`src/rtl/seq_divider.sv`:
```
// Sequential restoring unsigned divider: one quotient bit per clock through a single subtractor.
// The final quotient, remainder and divide-by-zero flag are held until the next accepted start.
module seq_divider #(
  parameter int unsigned size = 6
) (
  input  logic            i_clk,
  input  logic            i_rst_n,
  input  logic [size-1:0] i_dividend,
  input  logic [size-1:0] i_divisor,
  input  logic            i_start,
  output logic [size-1:0] o_quotient,
  output logic [size-1:0] o_remainder,
  output logic            o_busy,
  output logic            o_done,
  output logic            o_div_by_zero
);

  localparam int unsigned CntW = $clog2(size + 1);

  typedef enum logic [1:0] {
    StIdle,
    StRun,
    StDone
  } state_e;

  state_e          r_state;
  state_e          w_state_d;
  logic [CntW-1:0] r_count;
  logic [size-1:0] r_p;
  // Dividend shifts out at the MSB while quotient bits fill the vacated LSBs.
  logic [size-1:0] r_d;
  logic [size-1:0] r_divisor;
  logic [size-1:0] r_quotient;
  logic [size-1:0] r_remainder;
  logic            r_dbz;

  logic            w_accept;
  logic            w_div_zero;
  logic            w_last;
  logic            w_ge;
  logic [size:0]   w_p_shift;
  logic [size:0]   w_diff;
  logic [size-1:0] w_p_next;
  logic [size-1:0] w_d_next;

  assign w_div_zero = (i_divisor == '0);
  assign w_last     = (r_count == CntW'(1));

  // The shifted partial remainder is below 2*divisor, so the borrow bit of the difference
  // alone decides whether the subtraction is kept.
  assign w_p_shift = {r_p, r_d[size-1]};
  assign w_diff    = w_p_shift - {1'b0, r_divisor};
  assign w_ge      = ~w_diff[size];
  assign w_p_next  = w_ge ? w_diff[size-1:0] : w_p_shift[size-1:0];
  assign w_d_next  = {r_d[size-2:0], w_ge};

  always_comb begin
    w_state_d = r_state;
    w_accept  = 1'b0;
    case (r_state)
      StIdle, StDone: begin
        if (i_start) begin
          w_accept  = 1'b1;
          w_state_d = w_div_zero ? StDone : StRun;
        end else begin
          w_state_d = StIdle;
        end
      end
      StRun: begin
        if (w_last) begin
          w_state_d = StDone;
        end
      end
      default: w_state_d = StIdle;
    endcase
  end

  always_ff @(posedge i_clk) begin
    if (!i_rst_n) begin
      r_state     <= StIdle;
      r_count     <= '0;
      r_p         <= '0;
      r_d         <= '0;
      r_divisor   <= '0;
      r_quotient  <= '0;
      r_remainder <= '0;
      r_dbz       <= 1'b0;
    end else begin
      r_state <= w_state_d;
      if (w_accept) begin
        r_p       <= '0;
        r_d       <= i_dividend;
        r_divisor <= i_divisor;
        r_dbz     <= w_div_zero;
        if (w_div_zero) begin
          r_count     <= '0;
          r_quotient  <= '1;
          r_remainder <= i_dividend;
        end else begin
          r_count <= CntW'(size);
        end
      end else if (r_state == StRun) begin
        r_p     <= w_p_next;
        r_d     <= w_d_next;
        r_count <= r_count - CntW'(1);
        if (w_last) begin
          r_quotient  <= w_d_next;
          r_remainder <= w_p_next;
        end
      end
    end
  end

  assign o_quotient    = r_quotient;
  assign o_remainder   = r_remainder;
  assign o_busy        = (r_state == StRun);
  assign o_done        = (r_state == StDone);
  assign o_div_by_zero = r_dbz;

endmodule
```
`config.mk`:
```
export PLATFORM = sky130hd
export DESIGN_NAME = seq_divider
export DESIGN_NICKNAME = d
export VERILOG_FILES = /design/src/rtl/seq_divider.sv
export SDC_FILE = /design/constraint.sdc
export NUM_CORES = 1
export LEC_CHECK = 0
export ABC_CLOCK_PERIOD_IN_PS = 5600
export CORE_ASPECT_RATIO = 1.75
export CORE_MARGIN = 2
export CORE_UTILIZATION = 40
export CTS_CLUSTER_DIAMETER = 120
export CTS_CLUSTER_SIZE = 30
export DETAILED_ROUTE_END_ITERATION = 8
export SKIP_LAST_GASP = 1
export SLEW_MARGIN = 20
export SYNTH_ARGS = -nofsm -noshare
export SYNTH_HDL_FRONTEND = slang
export SYNTH_SLANG_ARGS = --single-unit
```
`constraint.sdc`:
```
create_clock -name i_clk -period 5.6 [get_ports i_clk]
set_input_delay 1.12 -clock i_clk [delete_from_list [all_inputs] [get_ports i_clk]]
set_output_delay 1.12 -clock i_clk [all_outputs]
set_load 0.02 [all_outputs]
```
==> flow_metrics.env, run 1 <==
export IMPL_dp_cells=315
export IMPL_netlist_top_cells_area="dfxtp_1 36%, a21oi_1 8.2%, ha_1 5.0%"
export IMPL_routed_wl_mm=4.869
export IMPL_grt_antenna_before_repair=0
export IMPL_die_area_um2=5662
export IMPL_numCtsBuffers=5
export IMPL_startpoint_type="register"
export IMPL_irDropWorstVdd_mv=0.1757
export IMPL_rr_endpoint="r_p[5]$_SDFFE_PP0P_"
export IMPL_reg2reg_depth=9
export IMPL_worst_pin_slew_ns=0.7846
export IMPL_cts_setup_buffers=0
export IMPL_antenna_cells=0
export IMPL_ys_async_sr_fraction=0
export IMPL_netlist_area_um2=2022
export IMPL_path_clk_slew_ns=0.07
export IMPL_worst_ep_required_time_ns=4.48
export IMPL_clock_path_buffers=2
export IMPL_crit_chain="nand2b_1, inv_1, clkdlybuf4s50_1"
export IMPL_postSynthCellCount=244
export IMPL_ctsHoldBuffers=0
export IMPL_crit_slowest_cell="clkdlybuf4s50_1"
export IMPL_cts_root_buffer="clkbuf_8"
export IMPL_maxCapViolations=0
export IMPL_p_leak_nw=0.9032
export IMPL_grt_ovfl_total=0
export IMPL_crit_type="register to output port"
export IMPL_power_density_nw_per_um2=274.2
export IMPL_worstHoldStart="r_divisor[1]$_SDFFE_PN0P_"
export IMPL_critical_path_max_stage_delay_ns=0.73
export IMPL_synth_edf_count=0
export IMPL_slew_viol_final=0
export IMPL_rrSetupSlack_ns=2.86
export IMPL_cts_resized=0
export IMPL_grt_max_degree=26
export IMPL_rr_startpoint="r_d[5]$_SDFFE_PN0P_"
export IMPL_syn_avg_cell_area_um2=8.287
export IMPL_setup_viol=0
export IMPL_rsz0062_at_grt="false"
export IMPL_ios=30
export IMPL_synth_cell_type_count=48
export IMPL_synth_net_count=268
export IMPL_cp_max_fo=20
export IMPL_core_um2=4935
export IMPL_cp_num_buf_inv=2
export IMPL_fin_skew_ns=0.004159
export IMPL_whs_path_depth=2
export IMPL_start_util=0.4097
export IMPL_vias_per_cell=5.539
export IMPL_setup_tns_ns=0
export IMPL_holdWs_ns=0.4623
export IMPL_dr_pass1_iters=4
export IMPL_nNetsFinal=292
export IMPL_drt_first_iter_violations=45
export IMPL_hold_class="register to register"
export IMPL_nFillCells=510
export IMPL_final_area_um2=2395
export IMPL_die_width_um=57.75
export IMPL_cp_top_family="buffers and inverters"
export IMPL_clkLatencyLatePin_ns=0.29
export IMPL_detail_route_wl_per_cell_um=15.07
export IMPL_slew_limit_headroom=0.4703
export IMPL_track_usage=0.1779
export IMPL_yosys_register_bits=36
export IMPL_cts_sinks=36
export IMPL_yosys_area_top_type="dfxtp_1"
export IMPL_stdcell_count=323
export IMPL_min_period_ns=3.396
export IMPL_period_share=0.6064
export IMPL_row_count=34
export IMPL_cp_arrival_ns=2.28
export IMPL_hpwlAfterDp_mm=3.647
export IMPL_drive_gt1_frac=0.08178
export IMPL_finalHoldViolCount=0
export IMPL_critPathCaptureType="output port"
export IMPL_status="complete, no violations"
export IMPL_yosysSeqAreaShare=0.3564
export IMPL_place_area_um2=2287
export IMPL_seq_area_um2=720.7
export IMPL_dieHeight_um=98.05
export IMPL_fmax_mhz=294.5
export IMPL_area_growth_pct=18.44
export IMPL_yosysWarningCount=0
export IMPL_io_buffers=29
export IMPL_h_tree_depth=2
export IMPL_cts_tree="yes"
export IMPL_route_detailed_drc=0
export IMPL_postRouteAntennaNets=0
export IMPL_multi_input_area_um2=1130
export IMPL_grt_pass1_wl_mm=7.907
export IMPL_grt_pass1_vias=1685
export IMPL_via_count=1789
export IMPL_yosys_most_used_dff="dfxtp_1"
export IMPL_place_congestion=0.8089
export IMPL_yosys_area_top_type_share=0.3564
export IMPL_whs_endpoint="r_divisor[1]$_SDFFE_PN0P_"
==> logic make-up (layout without fill, tap and decap cells) <==
family | count (synthesis) | in the layout | synth area share
and+or+nand+nor | 91 | 91 | 0.2370
AOI/OAI and AO/OA | 70 | 70 | 0.2253
DFF | 36 | 36 | 0.3564
buffers and inverters | 30 | 55 | 0.08477
adders and majority gates | 9 | 9 | 0.05941
xor gates and xnor gates | 4 | 4 | 0.01733
muxes | 4 | 4 | 0.01980
==> layer usage <==
metal | wire [um] | part of all wire | track usage | up-vias
li1 | - | - | - | 911
met1 | 1882 | 0.39 | 0.1910 | 835
met2 | 2742 | 0.56 | 0.3357 | 36
met3 | 150 | 0.031 | 0.02517 | 7
met4 | 93 | 0.019 | 0.06619 | 0
met5 | 0 | 0 | 0 | -
==> worst register-to-register path: cells and delay by family (launching register included) <==
| kind | cells | cell delay (ns) |
|---|---|---|
| buffers and inverters | 2 | 0.13 |
| adders and majority gates | 2 | 0.58 |
| DFF | 1 | 0.35 |
| muxes | 1 | 0.34 |
| AOI/OAI and AO/OA | 3 | 0.49 |
| and+or+nand+nor | 1 | 0.71 |
==> layout make-up <==
class | instances | share of cell area
clock buffers | 6 | 0.03030
repair buffers | 32 | 0.1306
inverters | 15 | 0.02351
clock inverters | 2 | 0.01463
multi-input cells | 178 | 0.4718
flip-flops and latches | 36 | 0.3009
well taps | 54 | 0.02821
==> sequential cells by signal, indices dropped and copies added, names as in the netlist <==
| name | cells |
|---|---|
| r_count | 3 |
| r_d | 6 |
| o_remainder | 6 |
| r_p | 6 |
| r_divisor | 6 |
| o_div_by_zero | 1 |
| r_state | 2 |
| o_quotient | 6 |
==> worst max-delay path by stage <==
stage	start	end	slack, ns	cells past startpoint
2_1_floorplan	i_start	o_remainder[5]$_SDFFE_PN0P_	3.34	6
3_3_place_gp	i_rst_n	r_p[5]$_SDFFE_PP0P_	2.44	5
3_5_place_dp	i_start	o_remainder[0]$_SDFFE_PN0P_	2.37	7
4_1_cts	r_state[1]$_SDFFE_PN0P_	o_busy	2.19	3
5_1_grt	r_state[1]$_SDFFE_PN0P_	o_busy	2.12	3
6_report	r_state[1]$_SDFFE_PN0P_	o_busy	2.20	3
==> layout by cell type (no fill, tap or decap), types with 2 or more instances in the layout <==
cell type	n
o221ai_2	4
a21oi_1	33
clkbuf_8	5
nand4_1	2
nand2_1	21
nor2_1	23
o22ai_1	2
ha_1	8
o211ai_2	2
o21ai_0	14
nor3b_1	7
o311ai_0	2
nor2b_1	2
mux2i_1	4
nor3_1	8
dfxtp_1	36
clkdlybuf4s50_1	29
or3b_1	2
inv_1	14
xor2_1	3
a22oi_1	6
nand3_1	10
buf_4	3
nand2b_1	4
or2b_1	2
nand4_2	2
==> metrics by stage <==
| step | total power, mW | setup slack, ns | util |
|---|---|---|---|
| after floorplan | 0.4094 | 3.343 | - |
| after global placement | 0.4354 | 2.437 | 0.4635 |
| after detailed placement | 0.4369 | 2.371 | 0.4635 |
| after CTS | 0.6630 | 2.186 | 0.4853 |
| after global routing | 0.6932 | 2.118 | 0.4853 |
| final | 0.6567 | 2.204 | 0.4853 |
==> power breakdown <==
part | switching (mW) | leakage (nW) | internal, mW
Clock | 0.0947 | 0.0552 | 0.132
Combinational | 0.0903 | 0.554 | 0.0584
Sequential | 0.0114 | 0.294 | 0.270
==> synth_stat cells, types with 2 or more instances <==
library cell and count:
clkbuf_1 4, mux2i_1 4, a21oi_1 33, or2b_1 2, nor3_1 8, buf_6 3, xor2_1 3, dfxtp_1 36
nand2b_1 4, o221ai_2 4, nand4_2 2, o22ai_1 2, nor3b_1 7, or3b_1 2, inv_1 14, buf_2 4
nand3_1 10, o211ai_2 2, nand2_1 21, ha_1 8, nand4_1 2, o311ai_0 2, nor2b_1 2, o21ai_0 14
a22oi_1 6, nor2_1 23
Power figures use the tool's default switching activity.
==> inputs of run 2 (changes only) <==
--- a/config.mk
+++ b/config.mk
@@ -5,7 +5,7 @@
 export SDC_FILE = /design/constraint.sdc
 export NUM_CORES = 1
 export LEC_CHECK = 0
-export ABC_CLOCK_PERIOD_IN_PS = 5600
+export ABC_CLOCK_PERIOD_IN_PS = 3300
 export CORE_ASPECT_RATIO = 1.75
 export CORE_MARGIN = 2
 export CORE_UTILIZATION = 40
==> constraint.sdc (replaced) <==
create_clock -name i_clk -period 3.3 [get_ports i_clk]
set_input_delay 0.66 -clock i_clk [delete_from_list [all_inputs] [get_ports i_clk]]
set_output_delay 0.66 -clock i_clk [all_outputs]
set_load 0.02 [all_outputs]
==> run 2 against run 1 <==
  * Count of clock-buffer cells in the layout is 1 higher
  * Sequential share of layout area down 0.30 points
  * Critical path type is now register to register
  * Critical endpoint is now o_remainder[5]$_SDFFE_PN0P_
  * Flip-flop and latch count is the same
  * Largest power group unchanged
==> flow_metrics.env, run 2 (synthesis gave the netlist of run 1 again) <==
export IMPL_status="complete, no violations"
export IMPL_cts_tree="yes"
export IMPL_grt_pass1_vias=1745
export IMPL_cp_arrival_ns=2.78
export IMPL_mostFrequentLayoutCells="36 x dfxtp_1, 33 x a21oi_1, 29 x clkdlybuf4s50_1"
export IMPL_seq_area_um2=720.7
export IMPL_track_usage=0.1830
export IMPL_postRouteAntennaNets=0
export IMPL_grt_ovfl_total=0
export IMPL_setup_viol=0
export IMPL_min_period_ns=2.609
export IMPL_vias_per_cell=5.524
export IMPL_worst_ep_required_time_ns=3.47
export IMPL_clockPowerShare=0.311
export IMPL_hpwlAfterDp_mm=3.682
export IMPL_routed_wl_mm=4.917
export IMPL_path_clk_slew_ns=0.07
export IMPL_rsz0062_at_grt="false"
export IMPL_p_sw_frac=0.3175
export IMPL_drt_first_iter_violations=73
export IMPL_antenna_cells=0
export IMPL_row_count=34
export IMPL_worst_pin_slew_ns=0.7859
export IMPL_hold_class="register to register"
export IMPL_nNetsFinal=297
export IMPL_power_density_nw_per_um2=443.9
export IMPL_p_leak_nw=0.9172
export IMPL_nFillCells=501
export IMPL_multi_input_area_um2=1130
export IMPL_maxCapViolations=0
export IMPL_rrSetupSlack_ns=0.69
export IMPL_io_buffers=29
export IMPL_h_tree_depth=2
export IMPL_critPathCaptureType="register"
export IMPL_dieHeight_um=98.05
export IMPL_ctsHoldBuffers=0
export IMPL_slew_viol_final=0
export IMPL_internal_power_uw=732.6
export IMPL_place_congestion=0.8175
export IMPL_route_detailed_drc=0
export IMPL_cts_sinks=36
export IMPL_holdWs_ns=0.4581
export IMPL_die_area_um2=5662
export IMPL_grt_antenna_before_repair=0
export IMPL_grt_max_degree=26
export IMPL_clock_path_buffers=2
export IMPL_period_share=0.7906
export IMPL_cts_root_buffer="clkbuf_8"
export IMPL_cts_setup_buffers=0
export IMPL_core_um2=4935
export IMPL_start_util=0.4097
export IMPL_die_width_um=57.75
export IMPL_dr_pass1_iters=4
export IMPL_setup_tns_ns=0
export IMPL_fmax_mhz=383.3
export IMPL_startpoint_type="register"
export IMPL_fin_skew_ns=0.005596
export IMPL_clkLatencyLatePin_ns=0.29
export IMPL_drive_gt1_frac=0.09854
export IMPL_crit_type="register to register"
export IMPL_switchingPower_uw=340.9
export IMPL_detail_route_wl_per_cell_um=14.99
export IMPL_area_growth_pct=19.62
export IMPL_slew_limit_headroom=0.4761
export IMPL_layout_commonest_cell="dfxtp_1"
export IMPL_grt_pass1_wl_mm=8.128
export IMPL_cp_max_fo=17
export IMPL_irDropWorstVdd_mv=0.2942
export IMPL_cts_resized=0
export IMPL_numCtsBuffers=5
export IMPL_ios=30
export IMPL_finalHoldViolCount=0
export IMPL_via_count=1812
export IMPL_pwr_share_comb=0.245
export IMPL_seqPwrFrac=0.444
-- run 2: final cells by class --
cell class                 instances  area share
multi-input combinational        178      0.4671
sequential                        36      0.2980
timing repair buffer              37      0.1449
clock buffer                       7     0.03570
tap                               54     0.02794
inverter                          15     0.02328
clock inverter                     1    0.003104
-- run 2: worst paths after layout --
| path | from | endpoint | cells past startpoint |
|---|---|---|---|
| hold reg to reg | r_divisor[3]$_SDFFE_PN0P_ | r_divisor[3]$_SDFFE_PN0P_ | 2 |
| setup reg to reg | r_d[5]$_SDFFE_PN0P_ | o_remainder[5]$_SDFFE_PN0P_ | 9 |
| setup / recovery | r_d[5]$_SDFFE_PN0P_ | o_remainder[5]$_SDFFE_PN0P_ | 9 |
| hold / removal | r_divisor[3]$_SDFFE_PN0P_ | r_divisor[3]$_SDFFE_PN0P_ | 2 |
-- run 2: worst max-delay path: stages, from the launching register on --
cell and delay [ns]:
dfxtp_1 0.33, inv_1 0.06, ha_1 0.16, inv_1 0.05, fa_1 0.41, a21oi_1 0.23, o2111ai_1 0.14, or3b_1 0.70
mux2i_1 0.31, o22ai_1 0.09
-- run 2: power by group through the flow --
| stage | clock network (mW) | registers, mW | logic (mW) |
|---|---|---|---|
| floorplan | 0 | 0.485 | 0.209 |
| global placement | 0 | 0.486 | 0.261 |
| detailed placement | 0 | 0.486 | 0.263 |
| CTS | 0.343 | 0.476 | 0.264 |
| global route | 0.358 | 0.480 | 0.291 |
| finish | 0.334 | 0.476 | 0.263 |
-- run 2: stage by stage --
stage	util	worst slack [ns]	total power [mW]	area, um^2	instances
6_report	0.4901	0.6912	1.073	2419	328
5_1_grt	0.4901	0.4784	1.129	2419	328
4_1_cts	0.4901	0.6958	1.083	2419	328
3_5_place_dp	0.4711	0.7190	0.7487	2325	320
3_3_place_gp	0.4711	0.7744	0.7467	2325	320
2_1_floorplan	-	1.162	0.6947	2022	244
-- run 2: metal layers --
metal / GRT usage / share of wire / up-vias
met1: 0.1922 / 0.40 / 852
met5: 0 / 0 / -
li1: - / - / 921
met2: 0.3505 / 0.56 / 32
met4: 0.06977 / 0.018 / 0
met3: 0.02384 / 0.025 / 7
